$ cat src/rtl/memory_stage_if.sv
// Data-memory bus between the memory stage and the data memory.
// Single outstanding request; dmemReady accepts, dmemRvalid returns load data.
interface memory_stage_if;
    logic        dmemReq;
    logic        dmemWe;
    logic [31:0] dmemAddr;
    logic [31:0] dmemWdata;
    logic [3:0]  dmemWstrb;
    logic        dmemReady;
    logic        dmemRvalid;
    logic [31:0] dmemRdata;

    modport master (
        output dmemReq, dmemWe, dmemAddr, dmemWdata, dmemWstrb,
        input  dmemReady, dmemRvalid, dmemRdata
    );

    modport slave (
        input  dmemReq, dmemWe, dmemAddr, dmemWdata, dmemWstrb,
        output dmemReady, dmemRvalid, dmemRdata
    );
endinterface

$ cat src/rtl/memory_stage.sv
// Memory pipeline stage: load/store issue on a single-outstanding bus,
// lane alignment, load extension and misaligned/range fault detection.
module memory_stage #(
    parameter logic [31:0] DMEM_BASE = 32'h0001_0000,
    parameter logic [31:0] DMEM_SIZE = 32'h0001_0000
) (
    input  logic           clock,
    input  logic           reset,
    input  logic           inValid,
    input  logic [31:0]    inResult,
    input  logic [31:0]    inStoreData,
    input  logic           inReadEnable,
    input  logic           inWriteEnable,
    input  logic [1:0]     inWidth,
    input  logic           inSigned,
    input  logic [4:0]     inDestReg,
    input  logic [31:0]    inProgramCounter,
    input  logic           stall,
    input  logic           flush,
    memory_stage_if.master dmem,
    output logic           stallRequest,
    output logic           outValid,
    output logic [4:0]     outDestReg,
    output logic [31:0]    outData,
    output logic [31:0]    outProgramCounter,
    output logic [1:0]     outFault
);

    typedef enum logic [1:0] {IDLE, REQ, WAIT, DONE} state_e;

    localparam logic [32:0] DMEM_END = {1'b0, DMEM_BASE} + {1'b0, DMEM_SIZE};

    function automatic logic [31:0] lane_data(
        input logic [31:0] d,
        input logic [1:0]  wd
    );
        logic [31:0] r;
        unique case (wd)
            2'd0:    r = {4{d[7:0]}};
            2'd1:    r = {2{d[15:0]}};
            default: r = d;
        endcase
        return r;
    endfunction

    function automatic logic [3:0] lane_strb(
        input logic [1:0] off,
        input logic [1:0] wd
    );
        logic [3:0] r;
        unique case (wd)
            2'd0:    r = 4'b0001 << off;
            2'd1:    r = 4'b0011 << off;
            default: r = 4'hF;
        endcase
        return r;
    endfunction

    function automatic logic [31:0] extract(
        input logic [31:0] w,
        input logic [1:0]  off,
        input logic [1:0]  wd,
        input logic        sg
    );
        logic [31:0] sh;
        logic [31:0] r;
        sh = w >> {off, 3'b000};
        unique case (wd)
            2'd0:    r = {{24{sg & sh[7]}}, sh[7:0]};
            2'd1:    r = {{16{sg & sh[15]}}, sh[15:0]};
            default: r = sh;
        endcase
        return r;
    endfunction

    state_e      state_q, state_d;
    logic [31:0] addr_q, addr_d;
    logic [31:0] wdata_q, wdata_d;
    logic [3:0]  wstrb_q, wstrb_d;
    logic        we_q, we_d;
    logic [1:0]  width_q, width_d;
    logic        sgn_q, sgn_d;
    logic [4:0]  dest_q, dest_d;
    logic [31:0] pc_q, pc_d;
    logic [31:0] rdata_q, rdata_d;
    logic        acc_q, acc_d;
    logic        got_q, got_d;
    logic        kill_q, kill_d;
    logic        out_valid_q, out_valid_d;
    logic [4:0]  out_dest_q, out_dest_d;
    logic [31:0] out_data_q, out_data_d;
    logic [31:0] out_pc_q, out_pc_d;
    logic [1:0]  out_fault_q, out_fault_d;

    logic        mem_op;
    logic        misal;
    logic        oor;
    logic [1:0]  fault;
    logic        launch;
    logic        req;

    always_comb begin
        mem_op = inValid & (inReadEnable | inWriteEnable);
        misal  = (inWidth == 2'd3)
               | ((inWidth == 2'd1) & inResult[0])
               | ((inWidth == 2'd2) & (|inResult[1:0]));
        oor    = (inResult < DMEM_BASE) | ({1'b0, inResult} >= DMEM_END);
        if (!mem_op)
            fault = 2'd0;
        else if (misal)
            fault = inWriteEnable ? 2'd2 : 2'd1;
        else if (oor)
            fault = 2'd3;
        else
            fault = 2'd0;
        launch = ~reset & (state_q == IDLE) & mem_op & (fault == 2'd0) & ~flush;
        req    = launch | (~reset & (state_q == REQ) & ~acc_q);
    end

    // In the launch cycle the bus is driven straight from the inputs.
    assign dmem.dmemReq   = req;
    assign dmem.dmemWe    = req & (launch ? inWriteEnable : we_q);
    assign dmem.dmemAddr  = !req ? 32'h0 :
                            launch ? {inResult[31:2], 2'b00} :
                                     {addr_q[31:2], 2'b00};
    assign dmem.dmemWdata = !req ? 32'h0 :
                            launch ? lane_data(inStoreData, inWidth) : wdata_q;
    assign dmem.dmemWstrb = !req ? 4'h0 :
                            launch ? lane_strb(inResult[1:0], inWidth) : wstrb_q;

    assign stallRequest = ~reset & (launch
                        | (state_q == REQ)
                        | (state_q == WAIT)
                        | ((state_q == DONE) & stall));

    always_comb begin
        state_d     = state_q;
        addr_d      = addr_q;
        wdata_d     = wdata_q;
        wstrb_d     = wstrb_q;
        we_d        = we_q;
        width_d     = width_q;
        sgn_d       = sgn_q;
        dest_d      = dest_q;
        pc_d        = pc_q;
        rdata_d     = rdata_q;
        acc_d       = acc_q;
        got_d       = got_q;
        kill_d      = kill_q;
        out_valid_d = (stall & ~flush) ? out_valid_q : 1'b0;
        out_dest_d  = out_dest_q;
        out_data_d  = out_data_q;
        out_pc_d    = out_pc_q;
        out_fault_d = out_fault_q;

        unique case (state_q)
            IDLE: begin
                if (launch) begin
                    state_d = REQ;
                    addr_d  = inResult;
                    wdata_d = lane_data(inStoreData, inWidth);
                    wstrb_d = lane_strb(inResult[1:0], inWidth);
                    we_d    = inWriteEnable;
                    width_d = inWidth;
                    sgn_d   = inSigned;
                    dest_d  = inDestReg;
                    pc_d    = inProgramCounter;
                    kill_d  = 1'b0;
                    acc_d   = dmem.dmemReady;
                    got_d   = dmem.dmemReady & dmem.dmemRvalid & ~inWriteEnable;
                    rdata_d = extract(dmem.dmemRdata, inResult[1:0], inWidth, inSigned);
                end else if (!flush && !stall && inValid) begin
                    out_valid_d = 1'b1;
                    out_dest_d  = inDestReg;
                    out_data_d  = inResult;
                    out_pc_d    = inProgramCounter;
                    out_fault_d = fault;
                end
            end
            REQ: begin
                kill_d = kill_q | flush;
                if (acc_q | dmem.dmemReady) begin
                    acc_d = 1'b1;
                    if (we_q || got_q) begin
                        state_d = DONE;
                    end else if (dmem.dmemRvalid) begin
                        got_d   = 1'b1;
                        rdata_d = extract(dmem.dmemRdata, addr_q[1:0], width_q, sgn_q);
                        state_d = DONE;
                    end else begin
                        state_d = WAIT;
                    end
                end
            end
            WAIT: begin
                kill_d = kill_q | flush;
                if (dmem.dmemRvalid) begin
                    rdata_d = extract(dmem.dmemRdata, addr_q[1:0], width_q, sgn_q);
                    state_d = DONE;
                end
            end
            DONE: begin
                if (!stall) begin
                    state_d     = IDLE;
                    out_valid_d = ~(kill_q | flush);
                    out_dest_d  = dest_q;
                    out_data_d  = we_q ? addr_q : rdata_q;
                    out_pc_d    = pc_q;
                    out_fault_d = 2'd0;
                end else begin
                    kill_d = kill_q | flush;
                end
            end
        endcase
    end

    always_ff @(posedge clock) begin
        if (reset) begin
            state_q     <= IDLE;
            addr_q      <= '0;
            wdata_q     <= '0;
            wstrb_q     <= '0;
            we_q        <= 1'b0;
            width_q     <= '0;
            sgn_q       <= 1'b0;
            dest_q      <= '0;
            pc_q        <= '0;
            rdata_q     <= '0;
            acc_q       <= 1'b0;
            got_q       <= 1'b0;
            kill_q      <= 1'b0;
            out_valid_q <= 1'b0;
            out_dest_q  <= '0;
            out_data_q  <= '0;
            out_pc_q    <= '0;
            out_fault_q <= '0;
        end else begin
            state_q     <= state_d;
            addr_q      <= addr_d;
            wdata_q     <= wdata_d;
            wstrb_q     <= wstrb_d;
            we_q        <= we_d;
            width_q     <= width_d;
            sgn_q       <= sgn_d;
            dest_q      <= dest_d;
            pc_q        <= pc_d;
            rdata_q     <= rdata_d;
            acc_q       <= acc_d;
            got_q       <= got_d;
            kill_q      <= kill_d;
            out_valid_q <= out_valid_d;
            out_dest_q  <= out_dest_d;
            out_data_q  <= out_data_d;
            out_pc_q    <= out_pc_d;
            out_fault_q <= out_fault_d;
        end
    end

    assign outValid          = out_valid_q;
    assign outDestReg        = out_dest_q;
    assign outData           = out_data_q;
    assign outProgramCounter = out_pc_q;
    assign outFault          = out_fault_q;

endmodule

$ cat src/flat_wrapper.sv
// flat-port wrapper written by rule: the top's interface ports become plain ports
module memory_stage_flat 
#(
    parameter logic [31:0] DMEM_BASE = 32'h0001_0000,
    parameter logic [31:0] DMEM_SIZE = 32'h0001_0000
)
  (clock, reset, inValid, inResult, inStoreData, inReadEnable, inWriteEnable, inWidth, inSigned, inDestReg, inProgramCounter, stall, flush, stallRequest, outValid, outDestReg, outData, outProgramCounter, outFault, dmem_dmemReq, dmem_dmemWe, dmem_dmemAddr, dmem_dmemWdata, dmem_dmemWstrb, dmem_dmemReady, dmem_dmemRvalid, dmem_dmemRdata);
  memory_stage_if dmem_i ();
  input  logic clock;
  input  logic reset;
  input  logic inValid;
  input  logic [31:0] inResult;
  input  logic [31:0] inStoreData;
  input  logic inReadEnable;
  input  logic inWriteEnable;
  input  logic [1:0] inWidth;
  input  logic inSigned;
  input  logic [4:0] inDestReg;
  input  logic [31:0] inProgramCounter;
  input  logic stall;
  input  logic flush;
  output logic stallRequest;
  output logic outValid;
  output logic [4:0] outDestReg;
  output logic [31:0] outData;
  output logic [31:0] outProgramCounter;
  output logic [1:0] outFault;
  output wire logic [$bits(dmem_i.dmemReq)-1:0] dmem_dmemReq;
  output wire logic [$bits(dmem_i.dmemWe)-1:0] dmem_dmemWe;
  output wire logic [$bits(dmem_i.dmemAddr)-1:0] dmem_dmemAddr;
  output wire logic [$bits(dmem_i.dmemWdata)-1:0] dmem_dmemWdata;
  output wire logic [$bits(dmem_i.dmemWstrb)-1:0] dmem_dmemWstrb;
  input wire logic [$bits(dmem_i.dmemReady)-1:0] dmem_dmemReady;
  input wire logic [$bits(dmem_i.dmemRvalid)-1:0] dmem_dmemRvalid;
  input wire logic [$bits(dmem_i.dmemRdata)-1:0] dmem_dmemRdata;
  assign dmem_dmemReq = dmem_i.dmemReq;
  assign dmem_dmemWe = dmem_i.dmemWe;
  assign dmem_dmemAddr = dmem_i.dmemAddr;
  assign dmem_dmemWdata = dmem_i.dmemWdata;
  assign dmem_dmemWstrb = dmem_i.dmemWstrb;
  assign dmem_i.dmemReady = dmem_dmemReady;
  assign dmem_i.dmemRvalid = dmem_dmemRvalid;
  assign dmem_i.dmemRdata = dmem_dmemRdata;
  memory_stage #(.DMEM_BASE(DMEM_BASE), .DMEM_SIZE(DMEM_SIZE)) u_core (.clock(clock), .reset(reset), .inValid(inValid), .inResult(inResult), .inStoreData(inStoreData), .inReadEnable(inReadEnable), .inWriteEnable(inWriteEnable), .inWidth(inWidth), .inSigned(inSigned), .inDestReg(inDestReg), .inProgramCounter(inProgramCounter), .stall(stall), .flush(flush), .dmem(dmem_i), .stallRequest(stallRequest), .outValid(outValid), .outDestReg(outDestReg), .outData(outData), .outProgramCounter(outProgramCounter), .outFault(outFault));
endmodule
$ cat config.mk
export PLATFORM = sky130hd
export DESIGN_NAME = memory_stage_flat
export DESIGN_NICKNAME = d
export VERILOG_FILES = /design/src/rtl/memory_stage_if.sv /design/src/rtl/memory_stage.sv /design/src/flat_wrapper.sv
export SDC_FILE = /design/constraint.sdc
export NUM_CORES = 1
export LEC_CHECK = 0
export ABC_AREA = 1
export CAP_MARGIN = 30
export CORE_MARGIN = 2
export CORE_UTILIZATION = 46
export DETAILED_ROUTE_END_ITERATION = 12
export GPL_TIMING_DRIVEN = 0
export PLACE_DENSITY_LB_ADDON = 0.15
export REMOVE_ABC_BUFFERS = 1
export SYNTH_ARGS = -nofsm -noshare
export SYNTH_HDL_FRONTEND = slang
export SYNTH_SLANG_ARGS = --single-unit
$ cat constraint.sdc
create_clock -name clock -period 2.2 [get_ports clock]
set_clock_uncertainty 0.15 [all_clocks]
set_input_delay 0.22 -clock clock [delete_from_list [all_inputs] [get_ports clock]]
set_output_delay 0.22 -clock clock [all_outputs]
set_load 0.02 [all_outputs]
-- Yosys cells after proc, flatten, opt, wreduce, memory -nomap -nowiden
Cells that the tools add are included.
- output and inout bits: 143
- input bits: 145
- logic and storage cells: 154
- flip-flop bits (word level): 218
- shift-type cells: 4
- muxes and demuxes: 59
- equality and inequality tests: 16
- reduce and logical (&&, ||, !) cells: 21
- bitwise logic cells: 34
- $lt $le $gt $ge: 2
- operators with widths (operator ; count):
    32-bit 2-to-1 mux ; 15
    32-bit one-hot mux with 2 select lines ; 5
    32-bit one-hot mux with 3 select lines ; 1
    32-bit by 5-bit >> shifter with 32-bit output ; 2
    32-bit by 18-bit >= comparator with 1-bit output, second input constant ; 1
    32-bit by 17-bit < comparator with 1-bit output, second input constant ; 1
    2-bit 2-to-1 mux ; 11
    1-bit bitwise AND ; 19
    2-bit inequality test, second input constant ; 8
    5-bit 2-to-1 mux ; 3
    1-bit 2-to-1 mux ; 14
    4-bit AND reduction ; 3
    1-bit bitwise OR ; 10
    5-bit one-hot mux with 2 select lines ; 1
    2-bit == test, second input constant ; 4
    2-bit logical NOT ; 4
    4-bit 2-to-1 mux ; 2
    2-bit one-hot mux with 4 select lines ; 1
    4-bit one-hot mux with 2 select lines ; 1
    2-bit by 1-bit == test with 1-bit output, second input constant ; 3
    1-bit one-hot mux with 2 select lines ; 3
    1-bit NOT ; 5
    5-bit AND reduction ; 1
    2-bit one-hot mux with 2 select lines ; 1
    other kinds (12) ; 17

-- Depth between registers and ports, before layout
Gate-level depths: netlist of run 1.
- depth in word-level cells: 13
- depth in mapped cells: 14
- gate-level depth less buffers: 13

-- Least setup slack after synthesis of run 1
No wires, ideal clock.
- path type: reg2out
- start point: register u_core.state_q[0]
- end point: output dmem_dmemAddr[17]
- path buffers: 3
- stages on the path, launching flop included: 13
- data arrival time: 1946 ps
- path slack: -116 ps
- data required time: 1830 ps
- cell sequence: dfxtp_1 -> inv_1 -> ha_1 -> buf_4 -> inv_4 -> nor2_4 -> nand2_2 -> nor2_8 -> inv_2 -> nor2_8 -> buf_4 -> buf_2 -> nor3_1
- cells in the longest elaborated chain, start to end: 7
- elaborated cells on any way between the ends: 11
- classes of those cells: eq/ne (1); mux (2); bitwise (7); reduce/logical (1)
- RTL lines (element ; RTL line ; source):
    from (decl) ; memory_stage.sv:76 ; state_e state_q, state_d;
    from (signal assigned) ; memory_stage.sv:238 ; state_q <= state_d;
    2-bit logical NOT ; memory_stage.sv:116 ; launch = ~reset & (state_q == IDLE) & mem_op & (fault == 2'd0) & ~flush;
    1-bit bitwise AND (4 in series) ; memory_stage.sv:116 ;
    32-bit 2-to-1 mux or 1-bit bitwise OR (tied branches) ; memory_stage.sv:124, memory_stage.sv:117 ;
    32-bit 2-to-1 mux * ; memory_stage.sv:123 ; assign dmem.dmemAddr = !req ? 32'h0 :
    to (decl) ; flat_wrapper.sv:30 ; output wire logic [$bits(dmem_i.dmemAddr)-1:0] dmem_dmemAddr;
Mark *: on every way between the ends. The rest lies on a longest branch, timed or not.

-- Final worst setup path of run 1
- start point: register u_core.state_q[1]
- end point: output dmem_dmemAddr[8]
Same word-level chain as after synthesis.

==> results of run 1 <==
## per-layer routing
layer  vias to the layer above  track usage [%]  wire, um
li1                       6446                -         -
met1                      6455             41.8     19700
met2                       728             53.3     23000
met3                       125             6.03      4420
met4                         0             11.5      1920
met5                         -                0         0
## Yosys cell counts, types with 4 or more instances
master,instances,area [um^2]
nor3_1,34,170
mux2i_1,37,370
a31oi_1,17,106
buf_2,51,255
inv_1,104,390
and2_1,71,444
a21oi_1,93,465
o211ai_1,35,263
o21ai_0,145,726
nand3_1,80,400
or2_1,13,81.3
nor2_1,271,1020
a22oi_1,8,60.1
nand4_1,5,31.3
a21boi_0,9,67.6
o21ai_1,95,475
inv_2,8,30.0
a2bb2oi_1,17,149
nand2_1,254,953
buf_4,11,82.6
nand2_2,73,457
buf_6,5,56.3
ha_1,4,50.1
buf_1,5,18.8
dfxtp_1,218,4360
buf_12,8,160
nor2_2,4,25.0
clkbuf_1,60,225
## area by class of cell
class	instances	area [um^2]
multi-input cells	1295	7560
fillers	1996	7490
repair buffers	423	4720
flip-flops and latches	218	4380
clock buffers	36	727
inverters	115	510
well taps	335	419
clock inverters	9	77.6
repair inverters	3	21.3
diodes	2	5.00
## timing repair
action	in CTS	in global routing
hold endpoints to repair	18	0
pin swaps	20	24
cloned	34	7
hold buffers	2	0
setup endpoints to repair	287	199
setup buffers	75	37
gates resized for setup	477	272
## placed cells by master, fill, tap and decap left out, types with 7 or more instances in the layout
| master | instances |
|---|---|
| a21boi_2 | 7 |
| a21oi_1 | 87 |
| a22oi_1 | 8 |
| a2bb2oi_1 | 17 |
| a31oi_1 | 17 |
| and2_1 | 69 |
| buf_12 | 28 |
| buf_16 | 17 |
| buf_4 | 101 |
| buf_6 | 45 |
| buf_8 | 10 |
| clkbuf_16 | 27 |
| clkdlybuf4s50_1 | 212 |
| dfxtp_1 | 213 |
| inv_1 | 96 |
| inv_6 | 7 |
| mux2i_1 | 37 |
| nand2_1 | 244 |
| nand2_2 | 58 |
| nand2_4 | 27 |
| nand2_8 | 8 |
| nand3_1 | 77 |
| nor2_1 | 248 |
| nor2_2 | 9 |
| nor2_4 | 22 |
| nor3_1 | 16 |
| nor3_4 | 14 |
| o211ai_1 | 35 |
| o21ai_0 | 123 |
| o21ai_1 | 73 |
| o21ai_2 | 40 |
| or2_1 | 13 |
## registers in the layout (all words and copies together), names as in the netlist
register and cells:
u_core.acc_q 1, u_core.rdata_q 32, u_core.outData 32, u_core.outFault 2, u_core.width_q 2, u_core.sgn_q 1, u_core.outDestReg 5, u_core.outProgramCounter 32
u_core.wstrb_q 4, u_core.pc_q 32, u_core.outValid 1, u_core.addr_q 32, u_core.state_q 2, u_core.wdata_q 32, u_core.we_q 1, u_core.dest_q 5
u_core.kill_q 1, u_core.got_q 1
## power by group
| group | internal [uW] | leakage [uW] | switching (uW) |
|---|---|---|---|
| combinational | 5680 | 0.00572 | 7160 |
| clock | 2410 | 0.000404 | 1710 |
| sequential | 4710 | 0.00177 | 477 |
| total | 12800 | 0.00789 | 9350 |
## per-stage QoR
step | total power (uW) | instances | cell area, um^2
floorplan | 10000 | 1615 | 11300
global placement | 12000 | 2235 | 14600
detailed placement | 13200 | 2249 | 14900
CTS | 21300 | 2404 | 17500
global route | 23200 | 2436 | 18400
finish | 22200 | 2436 | 18400
## cell families after synthesis
kind of cell	after synthesis	share of synthesized area, %
AO/OA/AOI/OAI	423	19.3
adder cells (fa/ha/maj)	4	0.413
buffers and inverters	255	10.2
flip-flops	218	36.1
multiplexers	37	3.06
other	1	0.0310
AND/OR/NAND/NOR	816	30.9
## worst max path at each step
stage / depth (start not counted) / slack, ns / to
2_1_floorplan: 7 / -2.56 / u_core.outData[28]
3_3_place_gp: 5 / -6.16 / stallRequest
3_5_place_dp: 15 / -2.87 / dmem_dmemAddr[6]
4_1_cts: 16 / -0.73 / dmem_dmemAddr[8]
5_1_grt: 15 / -0.83 / dmem_dmemWdata[0]
6_report: 16 / -0.76 / dmem_dmemAddr[8]
## worst max-delay path, delay by kind of cell (launching register included)
| family | cells | cell delay (ns) |
|---|---|---|
| and+or+nand+nor | 6 | 0.64 |
| DFF | 1 | 0.35 |
| adders and majority gates | 1 | 0.15 |
| buffers and inverters | 8 | 0.84 |
| AOI/OAI and AO/OA | 1 | 0.05 |
==> out/results.txt, run 1 <==
Outcome -> complete, but fails checks
Failing checks -> negative setup slack
Fmax -> 0.338 GHz
Share of cells above drive strength 1 -> 23.5%
Total grt overflow -> 0
Worst-path maximum fanout -> 8
Height of the chip -> 166 um
WHS Endpoint -> u_core.rdata_q[6]
Worst slew margin -> 44.9%
Root buf cell -> clkbuf_16
Worst r2r dst -> u_core.addr_q[3]
Critical Path Start -> u_core.state_q[1]
Pwr Density -> 1200 nW/um^2
Post-Route WL -> 49.1 mm
Final WS setup -> -0.755 ns
Die ar. -> 27600 um^2
Initial Util -> 46.7%
Hold Worst Slack -> 0.0612 ns
RSZ-0062 raised after global routing -> yes
WP data required -> 1.83 ns
Final setup fails -> 161
Max VDD drop -> 942 uV
Ys flop type -> dfxtp_1
Drt wl/cell -> 20.1 um
Boundary Pins -> 288
Post-synth EDFFs -> 0
Cells on Worst Hold Path -> 3
First-pass GRT wire length -> 71.8 mm
CTS Buf Count -> 25
FF-to-FF Start -> u_core.state_q[1]
Later-pin clock latency in the skew report -> 0.53 ns
Routed vias/inst -> 5.65
Final core occ -> 71.1%
FF-to-FF setup slack -> -0.51 ns
Syn Inst Count -> 1754
Gr usage total -> 32.1%
CTS Buffer Depth -> 3
DPL Wire Length -> 24.2 mm
Initial drt markers -> 1263
Worst hold path class -> input pin to register
Period minus WS final -> 2.96 ns
Setup Total Neg Slack -> -57.25 ns
Rows -> 59
Antenna violations before repair -> 2
Worst Hold Launch -> reset
DRT antenna net count -> 0
Core area -> 25900 um^2
Synth Cell Area -> 12100 um^2
Final Hold Fails -> 0
Crit-path max cell delay -> 0.35 ns
Post-synth cell types -> 42
Critical Path AT -> 2.59 ns
I/O Buffers -> 285
Max Slew Vio Count -> 0
CP Launch Type -> register
Slowest cell on crit path -> dfxtp_4
Drt drc -> 0
Pre-CTS setup slack -> -2.87 ns
Critical path type -> register to output pin
# H-tree levels -> 1
CTS tree -> done
Clock transition at the registers of the reported paths -> 0.06 ns
Via Count -> 13800
Yosys reg bits -> 218
CP Cell Sequence -> inv_4, ha_4, inv_4, nor2_4, nand2_4, nor2_8, buf_12, nand4_4, buf_12, buf_16, buf_8, nand2_4, o21ai_2, or2_1, inv_1, buf_6
Crit end category -> output pin
Leak -> 0.00789 uW
Synth warnings -> 0
Clk sinks -> 218
Worst Tran Pin Value -> 0.824 ns
Register area share after synthesis -> 36.1%
# Max-Cap Violations -> 0
Routability cong. -> 0.872
Syn-to-layout area delta -> 52.2%
Final Cycle Share -> 134%
Largest net degree at the start of global routing -> 75
Final nets -> 2230
Vias in the first global route -> 12800
Syn avg cell area -> 6.90 um^2
Number of cells on the worst reg-to-reg path -> 20
Fraction of registers with async set/reset -> 0%
Die X -> 166 um
First-pass DRT Iterations -> 6
No activity file was read; power rests on OpenSTA's default activity.
==> run 2, diff against run 1 <==
Settings changed: HOLD_SLACK_MARGIN set to 0.06.
==> out/results.txt, run 2 (synthesized netlist as in run 1, its figures left out) <==
Buf/Inv on CP -> 8
Via Count -> 13800
CP Cell Sequence -> inv_4, ha_4, inv_4, nor2_4, nand2_4, nor2_8, buf_12, nand4_4, buf_12, buf_16, buf_8, nand2_4, o21ai_2, or2_1, inv_1, buf_6
DRT antenna net count -> 0
Hold Worst Slack -> 0.0911 ns
Slowest cell on crit path -> dfxtp_4
CTS Buffer Depth -> 3
Worst hold path class -> input pin to register
Final setup fails -> 152
Final Hold Fails -> 0
Sequential Area -> 4380 um^2
Root buf cell -> clkbuf_16
Gr usage total -> 32.4%
Final nets -> 2227
Drt drc -> 0
DPL Wire Length -> 24.2 mm
Die ar. -> 27600 um^2
Tot Pwr -> 22000 uW
Crit-path max cell delay -> 0.35 ns
Crit end category -> output pin
Setup Total Neg Slack -> -55.03 ns
Top delay family on crit path -> buffers and inverters
First-pass GRT wire length -> 72.3 mm
Routed vias/inst -> 5.66
CTS tree -> done
Rows -> 59
Worst-path maximum fanout -> 8
Share of cells above drive strength 1 -> 22.9%
Die X -> 166 um
Outcome -> complete, but fails checks
Failing checks -> negative setup slack
Final core occ -> 70.8%
CP Launch Type -> register
Final Cycle Share -> 135%
First-pass DRT Iterations -> 6
Max Slew Vio Count -> 0
Core area -> 25900 um^2
Footprint of the multi-input gates -> 7470 um^2
Post-Route WL -> 49.5 mm
Vias in the first global route -> 12800
Final WS setup -> -0.760 ns
Boundary Pins -> 288
Commonest non-fill, non-tap cell in the layout -> nor2_1
WP data required -> 1.83 ns
Leak -> 0.00779 uW
Syn-to-layout area delta -> 51.6%
Later-pin clock latency in the skew report -> 0.54 ns
Critical Path AT -> 2.59 ns
Period minus WS final -> 2.96 ns
Largest net degree at the start of global routing -> 75
Clk sinks -> 218
Routability cong. -> 0.872
# Max-Cap Violations -> 0
Worst slew margin -> 39.7%
Initial Util -> 46.7%
Pre-CTS setup slack -> -2.87 ns
Antenna violations before repair -> 2
RSZ-0062 raised after global routing -> yes
Height of the chip -> 166 um
Fill cells -> 2024
CTS Buf Count -> 25
Fmax -> 0.338 GHz
Initial drt markers -> 1368
Drt wl/cell -> 20.3 um
# H-tree levels -> 1
Highest-count cells in the layout ignoring fill and taps -> nor2_1, nand2_1, dfxtp_1
Critical path type -> register to output pin
Worst Tran Pin Value -> 0.902 ns
I/O Buffers -> 285
Total grt overflow -> 0
Max VDD drop -> 871 uV
Pwr Density -> 1200 nW/um^2
Clock transition at the registers of the reported paths -> 0.06 ns
run 2: cell types whose count changed in the layout (fill, tap and decap cells not counted), sizes merged:
cell   change
buf        -4
nand2      +1
run 2: worst min-delay path: stages:
cell and delay (ns):
buf_2 0.21, inv_4 0.22, a21oi_1 0.09
run 2: cell type report:
| type | instances | area share, % |
|---|---|---|
| Timing Repair inverter | 3 | 0.116 |
| Timing Repair Buffer | 419 | 25.9 |
| Sequential cell | 218 | 23.9 |
| Inverter | 115 | 2.78 |
| Multi-Input combinational cell | 1296 | 40.7 |
| Tap cell | 335 | 2.28 |
| Clock inverter | 9 | 0.423 |
| Antenna cell | 2 | 0.0273 |
| Clock buffer | 36 | 3.96 |
run 2: path summary, 6_finish.rpt:
check	from	to	slack [ns]	cells after the start
setup / recovery	u_core.state_q[1]	dmem_dmemAddr[8]	-0.76	16
hold / removal	inResult[1]	u_core.addr_q[1]	0.09	3
setup reg to reg	u_core.state_q[1]	u_core.addr_q[3]	-0.50	20
hold reg to reg	u_core.rdata_q[4]	u_core.rdata_q[4]	0.31	2
run 2: what timing repair did:
action,4_1_cts,5_1_grt
gates resized for setup,477,254
gates cloned,34,8
hold endpoints to repair,28,0
endpoints found under the setup margin,287,198
setup buffers,75,33
pin swaps,20,30
hold buffers,5,0
run 2: power by group:
part / leakage (uW) / internal [uW] / switching (uW)
Clock: 0.000404 / 2410 / 1710
Combinational: 0.00561 / 5620 / 7130
Sequential: 0.00177 / 4710 / 448
run 2: metal layers:
metal,wire [um],vias up,global-route usage [%]
li1,-,6436,-
met1,19800,6462,41.9
met2,22900,745,54.0
met3,4630,133,6.20
met4,2120,0,12.1
met5,0,-,0
run 2: through the flow:
step                area [um^2]  std cells
finish                    18400       2433
global route              18400       2433
CTS                       17600       2407
detailed placement        14900       2249
global placement          14600       2235
floorplan                 11300       1615
